### config.mk
export PLATFORM = sky130hd
export DESIGN_NAME = mult_share_arbiter
export DESIGN_NICKNAME = d
export VERILOG_FILES = /design/src/rtl/mult_share_arbiter.sv
export SDC_FILE = /design/constraint.sdc
export NUM_CORES = 1
export LEC_CHECK = 0
export BUFFER_PORTS_ARGS = -buffer_cell sky130_fd_sc_hd__buf_4
export CAP_MARGIN = 20
export CELL_PAD_IN_SITES_DETAIL_PLACEMENT = 0
export CELL_PAD_IN_SITES_GLOBAL_PLACEMENT = 1
export CORE_AREA = 4 4 80 137
export CTS_BUF_LIST = sky130_fd_sc_hd__clkbuf_2 sky130_fd_sc_hd__clkbuf_4 sky130_fd_sc_hd__clkbuf_8
export DETAILED_ROUTE_END_ITERATION = 8
export DIE_AREA = 0 0 84 141
export PLACE_DENSITY_LB_ADDON = 0.2
export SLEW_MARGIN = 20
export SYNTH_ARGS = -nofsm -noshare
export SYNTH_HDL_FRONTEND = slang
export SYNTH_SLANG_ARGS = --single-unit
### constraint.sdc
create_clock -name CLK -period 6.81 [get_ports CLK]
set_clock_uncertainty 0.2 [all_clocks]
set_input_delay 1.0215 -clock CLK [delete_from_list [all_inputs] [get_ports CLK]]
set_output_delay 1.0215 -clock CLK [all_outputs]
set_load 0.05 [all_outputs]
### src/rtl/mult_share_arbiter.sv
// Two requester FIFOs share one pipelined 8x8 multiplier and a credit-guarded output FIFO.
// Define ARB_STATS_EN to add per-requester write counters CNT0/CNT1 with synchronous CNT_CLR.
module mult_share_arbiter #(
    parameter int OUT_DEPTH = 1024,
    parameter int MULT_LAT  = 2
) (
    input  logic        CLK,
    input  logic        RST,
    input  logic        STOP,
    input  logic        REQ0_EMPTY,
    input  logic        REQ0_VALID,
    input  logic [15:0] REQ0_DIN,
    output logic        REQ0_RD,
    input  logic        REQ1_EMPTY,
    input  logic        REQ1_VALID,
    input  logic [15:0] REQ1_DIN,
    output logic        REQ1_RD,
    input  logic        OUT_RD,
    output logic        OUT_WR,
    output logic [16:0] OUT_DOUT,
    output logic        BUSY,
    output logic        ERR
`ifdef ARB_STATS_EN
    ,
    input  logic        CNT_CLR,
    output logic [15:0] CNT0,
    output logic [15:0] CNT1
`endif
);
    localparam int CW = $clog2(OUT_DEPTH) + 1;
    localparam logic [CW-1:0] FULL = CW'(OUT_DEPTH);
    localparam logic [CW:0] FULL_X = {1'b0, FULL};

    logic [CW-1:0] credit_q, credit_d;
    logic [CW:0]   credit_sum;
    logic          last_grant_q, last_grant_d;
    logic          slot_vld_q, slot_vld_d;
    logic          slot_tag_q, slot_tag_d;
    logic          ret_q, ret_d;
    logic          err_q, err_d;
    logic [MULT_LAT-1:0]       stg_vld_q, stg_vld_d;
    logic [MULT_LAT-1:0]       stg_tag_q, stg_tag_d;
    logic [MULT_LAT-1:0][15:0] stg_prod_q, stg_prod_d;

    logic        issue, grant;
    logic        cap_valid;
    logic [15:0] cap_din;

    // Read strobes stay combinational so an empty FIFO is never read and reset blocks issue.
    always_comb begin
        issue   = RST && !STOP && (credit_q != '0) && (!REQ0_EMPTY || !REQ1_EMPTY);
        grant   = (!REQ0_EMPTY && !REQ1_EMPTY) ? !last_grant_q : !REQ1_EMPTY;
        REQ0_RD = issue && !grant;
        REQ1_RD = issue && grant;
    end

    always_comb begin
        cap_din       = slot_tag_q ? REQ1_DIN : REQ0_DIN;
        cap_valid     = slot_tag_q ? REQ1_VALID : REQ0_VALID;
        last_grant_d  = issue ? grant : last_grant_q;
        slot_vld_d    = issue;
        slot_tag_d    = grant;
        ret_d         = slot_vld_q && !cap_valid;
        err_d         = err_q || ret_d;
        stg_vld_d     = stg_vld_q;
        stg_tag_d     = stg_tag_q;
        stg_prod_d    = stg_prod_q;
        stg_vld_d[0]  = slot_vld_q && cap_valid;
        stg_tag_d[0]  = slot_tag_q;
        stg_prod_d[0] = {8'h00, cap_din[15:8]} * {8'h00, cap_din[7:0]};
        for (int i = 1; i < MULT_LAT; i++) begin
            stg_vld_d[i]  = stg_vld_q[i-1];
            stg_tag_d[i]  = stg_tag_q[i-1];
            stg_prod_d[i] = stg_prod_q[i-1];
        end
        // A dropped slot hands its credit back one cycle later, alongside any consumer read.
        credit_sum = {1'b0, credit_q} + {{CW{1'b0}}, OUT_RD} + {{CW{1'b0}}, ret_q}
                   - {{CW{1'b0}}, issue};
        credit_d   = (credit_sum > FULL_X) ? FULL : credit_sum[CW-1:0];
    end

    always_ff @(posedge CLK) begin
        if (!RST) begin
            credit_q     <= FULL;
            last_grant_q <= 1'b1;
            slot_vld_q   <= 1'b0;
            slot_tag_q   <= 1'b0;
            ret_q        <= 1'b0;
            err_q        <= 1'b0;
            stg_vld_q    <= '0;
            stg_tag_q    <= '0;
            stg_prod_q   <= '0;
        end else begin
            credit_q     <= credit_d;
            last_grant_q <= last_grant_d;
            slot_vld_q   <= slot_vld_d;
            slot_tag_q   <= slot_tag_d;
            ret_q        <= ret_d;
            err_q        <= err_d;
            stg_vld_q    <= stg_vld_d;
            stg_tag_q    <= stg_tag_d;
            stg_prod_q   <= stg_prod_d;
        end
    end

    assign OUT_WR   = stg_vld_q[MULT_LAT-1];
    assign OUT_DOUT = {stg_tag_q[MULT_LAT-1], stg_prod_q[MULT_LAT-1]};
    assign BUSY     = slot_vld_q || (|stg_vld_q);
    assign ERR      = err_q;

`ifdef ARB_STATS_EN
    logic [15:0] cnt0_q, cnt0_d, cnt1_q, cnt1_d;

    // Clear wins over a same-cycle increment; counters wrap naturally.
    always_comb begin
        cnt0_d = cnt0_q;
        cnt1_d = cnt1_q;
        if (CNT_CLR) begin
            cnt0_d = '0;
            cnt1_d = '0;
        end else if (OUT_WR) begin
            if (OUT_DOUT[16]) cnt1_d = cnt1_q + 16'd1;
            else              cnt0_d = cnt0_q + 16'd1;
        end
    end

    always_ff @(posedge CLK) begin
        if (!RST) begin
            cnt0_q <= '0;
            cnt1_q <= '0;
        end else begin
            cnt0_q <= cnt0_d;
            cnt1_q <= cnt1_d;
        end
    end

    assign CNT0 = cnt0_q;
    assign CNT1 = cnt1_q;
`endif
endmodule

[Word-level counts from Yosys, hierarchy flattened]
Cells that the tools add are included.
Word-level totals
  register bits: 52
  input port bits: 40
  output and inout bits: 22
  logic and storage cells: 39
Operators by class
  add/subtract/negate cells: 3
  $mul: 1
  $lt $le $gt $ge: 1
  mux-type cells: 3
  bitwise logic cells: 1
  reduce and logical (&&, ||, !) cells: 20
Operator list (count)
  multiplier 8 x 8 -> 16 bit: 1
  2-to-1 mux 16 bit: 1
  adder 11 x 1 -> 12 bit: 1
  adder 12 x 1 -> 12 bit: 1
  > comparator 12 x 11 -> 1 bit (second input constant): 1
  subtractor 12 x 1 -> 12 bit: 1
  nonzero test 11 bit: 1
  logical AND 1 bit: 8
  logical NOT 1 bit: 6
  OR reduction 2 bit: 2
  logical OR 1 bit: 3
  2-to-1 mux 1 bit: 2
  inverter 1 bit: 1

[Longest topological paths before layout]
Gate-level depths: netlist (run 1).
  depth after elaboration: 7
  mapped depth: 18
  mapped depth without buffers: 16

[Least setup slack after synthesis (run 1)]
Ideal clock, no wire load.
  path kind: flip-flop to flip-flop
  start point: reg slot_tag_q
  end point: reg stg_prod_q, in the netlist stg_prod_d[30]
  library setup time: 0.118 ns
  data arrival time: 5.005 ns
  data required time: 6.492 ns
  slack: 1.487 ns
  stages on the path, launching flop included: 19
  buffers on the path: 2
  period minus slack after synthesis: 5.323 ns
  path through: dfxtp_1 -> buf_2 -> buf_1 -> mux2i_1 -> nor2_1 -> fa_1 -> inv_1 -> fa_1 -> inv_1 -> fa_1 -> inv_1 -> fa_1 -> inv_1 -> ha_1 -> o21a_1 -> a21oi_1 -> a21oi_1 -> a311o_1 -> mux2i_1
Between the ends
  word-level cells in the longest chain between the ends: 2
RTL lines
  start, declared: line 38  | logic slot_tag_q, slot_tag_d;
  start signal, assigned: line 97  | slot_tag_q <= slot_tag_d;
  2-to-1 mux 16 bit: line 58  | cap_din = slot_tag_q ? REQ1_DIN : REQ0_DIN;
  multiplier 8 x 8 -> 16 bit: line 70  | stg_prod_d[0] = {8'h00, cap_din[15:8]} * {8'h00, cap_din[7:0]};
  end signal, assigned: line 102  | stg_prod_q <= stg_prod_d;
  end, declared: line 43  | logic [MULT_LAT-1:0][15:0] stg_prod_q, stg_prod_d;
Every way passes these cells.
A chain may end at the register's enable or synchronous reset.

[Final worst setup path (run 1)]
Ends and elaborated chain as after synthesis.

==> results of run 1 <==
[critical path: stages, from the launching register on]
cell and delay, ns:
dfxtp_1 0.80, buf_4 0.30, mux2i_1 0.68, nor2_1 0.14, fa_1 0.56, inv_1 0.05, fa_1 0.47, inv_1 0.05
fa_1 0.54, inv_1 0.06, fa_1 0.52, inv_1 0.04, ha_1 0.32, o21a_1 0.12, a21oi_1 0.23, a21oi_1 0.16
a311o_1 0.39, mux2i_1 0.12
[power breakdown]
| part | total, mW | internal (mW) | switching (mW) | leakage [nW] |
|---|---|---|---|---|
| sequential | 0.417 | 0.386 | 0.0310 | 0.427 |
| clock | 0.184 | 0.0749 | 0.109 | 0.0423 |
| combinational | 1.73 | 0.737 | 0.993 | 2.03 |
| total | 2.33 | 1.20 | 1.13 | 2.50 |
[cell usage after synthesis (7+ instances only)]
library cell   n  area share
mux2i_1       23       0.052
nand2b_1      11       0.016
nor2_1        80       0.068
and2_1        26       0.037
inv_1         78       0.066
o21ai_0        8      0.0091
xnor2_1        7       0.014
dfxtp_1       52        0.24
nand2_1       13       0.011
nor2b_1       10       0.014
or2_2         10       0.014
fa_1          38        0.17
a21oi_1       20       0.023
ha_1          51        0.14
[how the worst max path moves through the flow]
| stage | start | end | slack [ns] | cells past startpoint |
|---|---|---|---|---|
| 2_1_floorplan | slot_tag_q$_SDFF_PN0_ | stg_prod_d[30]$_SDFF_PN0_ | 1.49 | 18 |
| 3_5_place_dp | slot_tag_q$_SDFF_PN0_ | stg_prod_d[30]$_SDFF_PN0_ | 0.92 | 17 |
| 4_1_cts | slot_tag_q$_SDFF_PN0_ | stg_prod_d[30]$_SDFF_PN0_ | 0.92 | 17 |
| 3_3_place_gp | slot_tag_q$_SDFF_PN0_ | stg_prod_d[30]$_SDFF_PN0_ | 1.0 | 17 |
| 6_report | slot_tag_q$_SDFF_PN0_ | stg_prod_d[30]$_SDFF_PN0_ | 0.97 | 17 |
| 5_1_grt | slot_tag_q$_SDFF_PN0_ | stg_prod_d[30]$_SDFF_PN0_ | 0.66 | 17 |
[cell type report]
class	instances	area (um2)
Fill cell	979	4741
Multi-Input combinational cell	360	3043
Sequential cell	52	1041
Timing Repair Buffer	64	480.5
Inverter	78	292.8
Tap cell	125	156.4
Clock buffer	5	68.82
Clock inverter	3	26.28
[cells by family after synthesis]
family	after synthesis	share of synthesized area
AO/OA/AOI/OAI	67	0.1102
XOR/XNOR	10	0.01984
flip-flops	52	0.2358
multiplexers	23	0.05214
AND/OR/NAND/NOR	171	0.1901
buffers and inverters	87	0.07509
adder cells (fa/ha/maj)	89	0.3168
[flip-flops by register name (all words and copies together) (netlist names)]
name	flops
ERR	1
OUT_DOUT	16
credit_q	11
last_grant_q	1
ret_q	1
slot_tag_q	1
slot_vld_q	1
stg_prod_d	16
stg_tag_q	2
stg_vld_q	2
[cell usage in the layout, fill, tap and decap left out, types with 5 or more instances in the layout]
| cell | n |
|---|---|
| mux2i_1 | 23 |
| buf_4 | 64 |
| ha_1 | 51 |
| inv_1 | 78 |
| clkbuf_8 | 5 |
| or2_2 | 10 |
| nor2_1 | 80 |
| nor3_1 | 6 |
| dfxtp_1 | 52 |
| nand2b_1 | 11 |
| a21oi_1 | 20 |
| nor2b_1 | 10 |
| nand2_1 | 13 |
| o21ai_0 | 8 |
| and2_1 | 26 |
| fa_1 | 38 |
| xnor2_1 | 7 |
[through the flow]
| stage | power (mW) | setup slack (ns) | std cells |
|---|---|---|---|
| after floorplan | 1.745 | 1.487 | 499 |
| after global placement | 2.134 | 0.9983 | 679 |
| after detailed placement | 2.154 | 0.9186 | 679 |
| after CTS | 2.353 | 0.9239 | 687 |
| after global routing | 2.568 | 0.6570 | 687 |
| final | 2.330 | 0.9736 | 687 |
[layer usage]
metal / global-route usage / vias to the layer above
li1: - / 1744
met1: 0.1754 / 1685
met2: 0.3500 / 73
met3: 0.01754 / 19
met4: 0.08559 / 0
met5: 0 / -
==> results.py, run 1 <==
metrics = {
    "yosys": {
        "yosysSeqAreaShare": 0.2358,
        "synthArstFlopShare": 0,
        "ys_warn_count": 0,
        "synth_ff_type": "dfxtp_1",
        "synthCells": 499,
        "ys_ff_latch": 52,
        "syn_area_um2": 4415,
        "synth_edf_count": 0,
        "avgSynthCellArea_um2": 8.849,
        "yosysUniqueCellTypes": 50,
        "syn_nets": 628,
    },
    "sta": {
        "finalSetupViolCount": 0,
        "tightest_slew_ns": 0.8823,
        "fin_setup_tns_ns": 0,
        "maxSlewViolCount": 0,
        "maxSlewHeadroom": 0.3966,
        "whs_ns": 0.2427,
        "rsz0062_at_grt": "false",
        "final_hold_viol_count": 0,
        "fmaxAchievable_mhz": 171.3,
        "finalCriticalPeriod_ns": 5.836,
        "post-route-period-util": 0.8570,
    },
    "min_path": {
        "hold_depth": 1,
        "min_to": "stg_tag_q[1]$_SDFF_PN0_",
        "min-delay-start": "stg_tag_q[0]$_SDFF_PN0_",
        "holdCritPathClass": "reg -> reg",
    },
    "detailed_routing": {
        "wl_met2_mm": 5.601,
        "first_iter_violations": 83,
        "routed.top_layer": "met4",
        "vias_per_cell": 5.125,
        "drc_errors": 0,
        "wl_per_cell_um": 14.45,
        "ant_nets": 0,
        "met3_wirelength_um": 288,
        "wirelength_met1_mm": 3.631,
        "drtPass1Iterations": 4,
        "drt-total-wl_mm": 9.930,
        "vias": 3521,
    },
    "placement": {
        "placed_area_um2": 5014,
        "port_buffers": 61,
        "place.gp.congestion": 0.8711,
        "dp_hpwl_mm": 8.452,
    },
    "floorplanning": {
        "io_pins": 62,
        "die_area_um2": 11840,
        "rows": 48,
        "die-height_um": 141,
        "core-area_um2": 9849,
        "initial_core_util": 0.4483,
        "die_x_um": 84,
    },
    "layout": {
        "antenna_cells": 0,
        "post-route-util": 0.5187,
        "fin_area_um2": 5109,
        "drive_above_1_share": 0.1530,
        "area_growth_pct": 15.70,
        "fin_nets": 690,
    },
    "cts": {
        "clock_sinks": 52,
        "htree_levels": 2,
        "clockRootBuffer": "clkbuf_8",
        "numCtsBuffers": 5,
        "clock_path_buffers": 2,
        "path_clk_slew_ns": 0.10,
        "hold_buffers": 0,
        "worst_skew_pair.late_latency_ns": 0.31,
        "cts_tree": "yes",
        "cts_setup_buffers": 0,
        "cts_resized": 0,
    },
    "critical_path": {
        "rr_worst_depth": 17,
        "r2r-end": "stg_prod_d[30]$_SDFF_PN0_",
        "critPathMaxFanout": 13,
        "r2r_setup_slack_ns": 0.97,
        "cp-start-kind": "register",
        "cp-end-kind": "register",
        "path_class": "reg -> reg",
        "required_ns": 6.82,
        "r2r-start": "slot_tag_q$_SDFF_PN0_",
        "arrival_ns": 5.85,
    },
    "job": {
        "max_cap_viol_count": 0,
    },
    "global_route": {
        "track_usage": 0.1754,
        "grt_max_degree": 39,
        "antenna_found_initial": 0,
        "grt_pass1_wl_mm": 17.01,
        "overflow": 0,
        "grt_pass1_vias": 3766,
    },
    "pwr": {
        "leakagePower_nw": 2.502,
        "ir_drop_uv": 267.8,
        "p_per_area_nw_per_um2": 456.1,
    },
    "outcome": {
        "status": "completed",
    },
}
No activity file was read; power rests on OpenSTA's default activity.
==> run 2: changes to the inputs <==
--- a/config.mk
+++ b/config.mk
@@ -14,6 +14,7 @@
 export DETAILED_ROUTE_END_ITERATION = 8
 export DIE_AREA = 0 0 84 141
 export PLACE_DENSITY_LB_ADDON = 0.2
+export REMOVE_ABC_BUFFERS = 1
 export SLEW_MARGIN = 20
 export SYNTH_ARGS = -nofsm -noshare
 export SYNTH_HDL_FRONTEND = slang
==> run 2 against run 1 <==
  * Clock power hardly changed
  * First-iteration DRC count is 34% higher
  * Via count is 0.48% higher
  * Worst setup slack better by 0.027 ns
  * Die area stayed put
  * Critical path type unchanged
  * Largest cell class unchanged
==> results.py, run 2 (synthesized netlist as in run 1, its figures left out) <==
metrics = {
    "pwr": {
        "seq_power_share": 0.182,
        "switching_share": 0.4779,
        "leakagePower_nw": 2.518,
        "p_sw_mw": 1.099,
        "total_power_mw": 2.299,
        "p_per_area_nw_per_um2": 447.8,
        "internal_power_mw": 1.201,
        "pwr-share-comb": 0.737,
        "ir_drop_uv": 296.3,
        "clkPwrFrac": 0.081,
    },
    "cts": {
        "cts_tree": "yes",
        "numCtsBuffers": 5,
        "clockRootBuffer": "clkbuf_8",
        "clock_path_buffers": 2,
        "worst_skew_pair.late_latency_ns": 0.31,
        "hold_buffers": 0,
        "path_clk_slew_ns": 0.10,
        "htree_levels": 2,
        "cts_setup_buffers": 0,
        "cts_resized": 0,
        "clock_sinks": 52,
    },
    "sta": {
        "post-route-period-util": 0.8530,
        "tightest_slew_ns": 0.9013,
        "fmaxAchievable_mhz": 172.1,
        "maxSlewViolCount": 0,
        "rsz0062_at_grt": "false",
        "finalCriticalPeriod_ns": 5.809,
        "fin_setup_tns_ns": 0,
        "finalSetupViolCount": 0,
        "final_hold_viol_count": 0,
        "maxSlewHeadroom": 0.3983,
        "whs_ns": 0.2406,
    },
    "detailed_routing": {
        "first_iter_violations": 111,
        "drtPass1Iterations": 4,
        "vias_per_cell": 5.128,
        "vias": 3538,
        "drc_errors": 0,
        "wl_per_cell_um": 14.86,
        "ant_nets": 0,
        "drt-total-wl_mm": 10.25,
    },
    "min_path": {
        "hold_depth": 1,
        "holdCritPathClass": "reg -> reg",
        "min_to": "OUT_DOUT[4]$_SDFF_PN0_",
        "min-delay-start": "stg_prod_d[20]$_SDFF_PN0_",
    },
    "global_route": {
        "overflow": 0,
        "grt_pass1_vias": 3714,
        "antenna_found_initial": 0,
        "grt_max_degree": 39,
        "track_usage": 0.1796,
        "grt_pass1_wl_mm": 17.19,
    },
    "outcome": {
        "status": "completed",
    },
    "placement": {
        "port_buffers": 61,
        "dp_hpwl_mm": 8.820,
        "place.gp.congestion": 0.8788,
    },
    "critical_path": {
        "worstSetupStartpoint": "slot_tag_q$_SDFF_PN0_",
        "cp-end-kind": "register",
        "path_class": "reg -> reg",
        "r2r_setup_slack_ns": 1.00,
        "r2r-start": "slot_tag_q$_SDFF_PN0_",
        "rr_worst_depth": 15,
        "arrival_ns": 5.81,
        "required_ns": 6.81,
        "cp-start-kind": "register",
        "r2r-end": "stg_prod_d[30]$_SDFF_PN0_",
        "critPathMaxFanout": 16,
    },
    "job": {
        "max_cap_viol_count": 0,
    },
    "floorplanning": {
        "core-area_um2": 9849,
        "die-height_um": 141,
        "io_pins": 62,
        "die_area_um2": 11840,
        "initial_core_util": 0.4483,
        "die_x_um": 84,
        "rows": 48,
    },
    "layout": {
        "antenna_cells": 0,
        "fin_nets": 693,
        "fillers": 946,
        "area_growth_pct": 16.29,
        "final_common_cell": "nor2_1",
        "final_cell_mix": "nor2_1 (80), inv_1 (78), buf_4 (67)",
        "drive_above_1_share": 0.1575,
    },
}
## run 2: changes by cell type in the layout (fill, tap and decap cells not counted)
cell and delta:
clkbuf_8 +1, buf_4 +3, inv_8 -1, a2111oi_0 -1, a2111oi_1 +1
## run 2: cell type report
class	count	area, um2	area share
clock buffer	6	82.58	0.01608
clock inverter	2	15.01	0.002924
inverter	78	292.8	0.05702
multi-input combinational	360	3044	0.5928
sequential	52	1041	0.2027
tap	125	156.4	0.03046
timing repair buffer	67	503.0	0.09795
## run 2: power by group through the flow
stage                     Combinational (mW)  Sequential (mW)  Clock [mW]
after floorplan                         1.27            0.474           0
after global placement                  1.68            0.425           0
after detailed placement                1.70            0.427           0
after CTS                               1.71            0.420       0.189
after global routing                    1.92            0.427       0.203
final                                   1.69            0.419       0.186
## run 2: how the worst max path moves through the flow
| stage | to | cells past startpoint |
|---|---|---|
| global placement | stg_prod_d[30]$_SDFF_PN0_ | 16 |
| floorplan | stg_prod_d[30]$_SDFF_PN0_ | 15 |
| global route | stg_prod_d[31]$_SDFF_PN0_ | 14 |
| detailed placement | stg_prod_d[30]$_SDFF_PN0_ | 16 |
| CTS | stg_prod_d[30]$_SDFF_PN0_ | 15 |
| finish | stg_prod_d[30]$_SDFF_PN0_ | 15 |
## run 2: critical path, stage by stage, from the launching register on
cell and delay (ns):
dfxtp_1 0.92, mux2i_1 0.81, or2_2 0.24, fa_1 0.43
fa_1 0.54, inv_1 0.05, fa_1 0.52, inv_1 0.05
fa_1 0.52, inv_1 0.04, ha_1 0.32, o21a_1 0.12
a21oi_1 0.24, a21oi_1 0.17, a311o_1 0.39, mux2i_1 0.12
## run 2: metrics by stage
stage,setup slack (ns),instances,util,area (um2)
floorplan,1.532,490,-,4377
global placement,0.9821,682,0.5114,5037
detailed placement,0.9131,682,0.5114,5037
CTS,0.9881,690,0.5213,5135
global route,0.6648,690,0.5213,5135
finish,1.001,690,0.5213,5135
## run 2: per-layer routing
| metal | vias to the layer above | global-route usage | wire length (um) |
|---|---|---|---|
| met5 | - | 0 | 0 |
| li1 | 1751 | - | - |
| met2 | 67 | 0.3743 | 6075 |
| met3 | 19 | 0.01287 | 241 |
| met1 | 1701 | 0.1714 | 3571 |
| met4 | 0 | 0.08220 | 364 |
==> run 3: changes to the inputs <==
--- a/config.mk
+++ b/config.mk
@@ -5,14 +5,16 @@
 export SDC_FILE = /design/constraint.sdc
 export NUM_CORES = 1
 export LEC_CHECK = 0
+export ABC_AREA = 1
 export BUFFER_PORTS_ARGS = -buffer_cell sky130_fd_sc_hd__buf_4
 export CAP_MARGIN = 20
 export CELL_PAD_IN_SITES_DETAIL_PLACEMENT = 0
 export CELL_PAD_IN_SITES_GLOBAL_PLACEMENT = 1
-export CORE_AREA = 4 4 80 137
+export CORE_AREA = 4 4 81 139
 export CTS_BUF_LIST = sky130_fd_sc_hd__clkbuf_2 sky130_fd_sc_hd__clkbuf_4 sky130_fd_sc_hd__clkbuf_8
 export DETAILED_ROUTE_END_ITERATION = 8
-export DIE_AREA = 0 0 84 141
+export DIE_AREA = 0 0 85 143
+export MAX_ROUTING_LAYER = met4
 export PLACE_DENSITY_LB_ADDON = 0.2
 export REMOVE_ABC_BUFFERS = 1
 export SLEW_MARGIN = 20
==> run 3 against run 2 <==
  * Final cell count rose by 11%
  * First-iteration DRC count rose by 9.0%
  * Wire length fell by 3.2%
  * Sequential cell count did not move
  * Register-to-register slack improved by 0.20 ns
  * Final area fell by 0.17%
  * Core utilization fell by 2.1 points
  * Fmax rose by 3.6%
  * Clock power fell by 3%
  * Worst setup slack improved by 0.20 ns
  * Highest routed layer unchanged
==> results.py, run 3 <==
metrics = {
    "sta": {
        "maxSlewHeadroom": 0.4289,
        "whs_ns": 0.2170,
        "post-route-period-util": 0.8231,
        "finalCriticalPeriod_ns": 5.605,
        "fmaxAchievable_mhz": 178.4,
        "maxSlewViolCount": 0,
        "final_hold_viol_count": 0,
        "rsz0062_at_grt": "false",
        "finalSetupViolCount": 0,
        "tightest_slew_ns": 0.8328,
        "fin_setup_tns_ns": 0,
    },
    "detailed_routing": {
        "vias": 3694,
        "wl_per_cell_um": 12.94,
        "ant_nets": 0,
        "first_iter_violations": 121,
        "vias_per_cell": 4.816,
        "drc_errors": 0,
        "drtPass1Iterations": 4,
        "drt-total-wl_mm": 9.928,
    },
    "yosys": {
        "synth_ff_type": "dfxtp_1",
        "syn_area_um2": 4375,
        "yosysSeqAreaShare": 0.2379,
        "yosysUniqueCellTypes": 31,
        "yosysTopAreaCellShare": 0.2379,
        "yosys-top-cells-count": "inv_1 (123), nand2_1 (84), nor2_1 (81)",
        "synth_top_area_cell": "dfxtp_1",
        "synthTopCellsByArea": "dfxtp_1 (24%), fa_1 (17%), ha_1 (15%)",
        "synthCells": 568,
        "synthArstFlopShare": 0,
        "synth_edf_count": 0,
        "avgSynthCellArea_um2": 7.703,
        "synth_most_common_cell": "inv_1",
        "ys_ff_latch": 52,
        "ys_warn_count": 0,
    },
    "critical_path": {
        "cp-end-kind": "register",
        "r2r-start": "slot_tag_q$_SDFF_PN0_",
        "path_class": "reg -> reg",
        "critPathMaxFanout": 10,
        "required_ns": 6.81,
        "worstSetupStartpoint": "slot_tag_q$_SDFF_PN0_",
        "arrival_ns": 5.61,
        "cp-start-kind": "register",
    },
    "layout": {
        "area_growth_pct": 17.16,
        "fin_nets": 768,
        "final_cell_mix": "inv_1 (123), nand2_1 (84), nor2_1 (81)",
        "fillers": 1009,
        "antenna_cells": 0,
        "final_common_cell": "inv_1",
        "drive_above_1_share": 0.1797,
        "post-route-util": 0.5007,
    },
    "floorplanning": {
        "core-area_um2": 10240,
        "initial_core_util": 0.4273,
        "die_area_um2": 12160,
        "die_x_um": 85,
        "die-height_um": 143,
        "rows": 49,
        "io_pins": 62,
    },
    "cts": {
        "cts_resized": 0,
        "worst_skew_pair.late_latency_ns": 0.31,
        "clockRootBuffer": "clkbuf_8",
        "cts_setup_buffers": 0,
        "clock_path_buffers": 2,
        "numCtsBuffers": 5,
        "hold_buffers": 0,
        "clock_sinks": 52,
        "htree_levels": 2,
        "path_clk_slew_ns": 0.09,
        "cts_tree": "yes",
    },
    "placement": {
        "dp_hpwl_mm": 8.591,
        "place.gp.congestion": 0.9150,
        "port_buffers": 61,
    },
    "pwr": {
        "p_per_area_nw_per_um2": 387.7,
        "leakagePower_nw": 2.811,
        "total_power_mw": 1.987,
        "ir_drop_uv": 215.9,
    },
    "global_route": {
        "grt_pass1_wl_mm": 16.85,
        "track_usage": 0.1784,
        "grt_pass1_vias": 3743,
        "antenna_found_initial": 0,
        "overflow": 0,
        "grt_max_degree": 35,
    },
    "min_path": {
        "min-delay-start": "stg_prod_d[29]$_SDFF_PN0_",
        "holdCritPathClass": "reg -> reg",
    },
    "outcome": {
        "status": "completed",
    },
    "job": {
        "max_cap_viol_count": 0,
    },
}
-- run 3: cell types whose count changed after synthesis, moves of 7 or more --
cell	delta
nor2_2	+9
inv_1	+45
and2_1	-24
mux2i_1	-11
o21ai_0	+7
xnor2_1	-7
nand2b_1	-11
o21ai_1	+7
nand3_1	+14
nand2_1	+71
nor2b_1	-10
-- run 3: routing by layer --
layer	wire (um)	share of wire	up-vias	track usage
met5	0	0	-	-
met4	401	0.040	0	0.09008
met3	209	0.021	25	0.01212
met2	5860	0.59	66	0.3512
met1	3456	0.35	1739	0.1683
li1	-	-	1864	-
-- run 3: cell families after synthesis --
kind of cell,after synthesis,synth area share
buffers and inverters,133,0.1158
XOR/XNOR,3,0.006006
multiplexers,12,0.02745
adder cells (fa/ha/maj),89,0.3197
AO/OA/AOI/OAI,55,0.06977
flip-flops,52,0.2379
AND/OR/NAND/NOR,224,0.2233
-- run 3: area by class of cell --
class                   count  area [um2]  share of cell area
clock buffers               7       83.83             0.01635
multi-input cells         383        2828              0.5516
clock inverters             1       8.758            0.001709
repair buffers             71       533.0              0.1040
inverters                 126       473.0             0.09226
well taps                 127       158.9             0.03100
flip-flops and latches     52        1041              0.2031
-- run 3: path summary, 6_finish.rpt --
path	to	cells past startpoint	slack (ns)
worst max-delay path	stg_prod_d[30]$_SDFF_PN0_	19	1.20
worst min-delay path	OUT_DOUT[13]$_SDFF_PN0_	2	0.22
worst max register to register	stg_prod_d[30]$_SDFF_PN0_	19	1.20
worst min register to register	OUT_DOUT[13]$_SDFF_PN0_	2	0.22
-- run 3: through the flow --
| step | worst slack [ns] | cells | cell area [um2] |
|---|---|---|---|
| after floorplan | 1.591 | 561 | 4342 |
| after global placement | 1.198 | 759 | 5034 |
| after detailed placement | 1.052 | 759 | 5034 |
| after CTS | 1.141 | 767 | 5126 |
| after global routing | 0.7048 | 767 | 5126 |
| final | 1.205 | 767 | 5126 |
-- run 3: critical path, cell delays in order, from the launching register on --
cell and delay, ns:
dfxtp_1 0.69, buf_4 0.25, inv_1 0.09, or2_2 0.28, o21ai_1 0.30, or2_2 0.23
fa_1 0.44, fa_1 0.54, inv_1 0.06, fa_1 0.53, inv_1 0.05, fa_1 0.52
inv_1 0.04, ha_1 0.34, a21oi_1 0.18, o21ai_0 0.09, a21oi_1 0.29, o21ai_0 0.15
o21ai_0 0.17, a21oi_1 0.06
-- run 3: power breakdown --
group	leakage (nW)	internal (mW)	switching, mW
clock	0.0493	0.0816	0.0989
sequential	0.428	0.380	0.0285
combinational	2.33	0.501	0.897
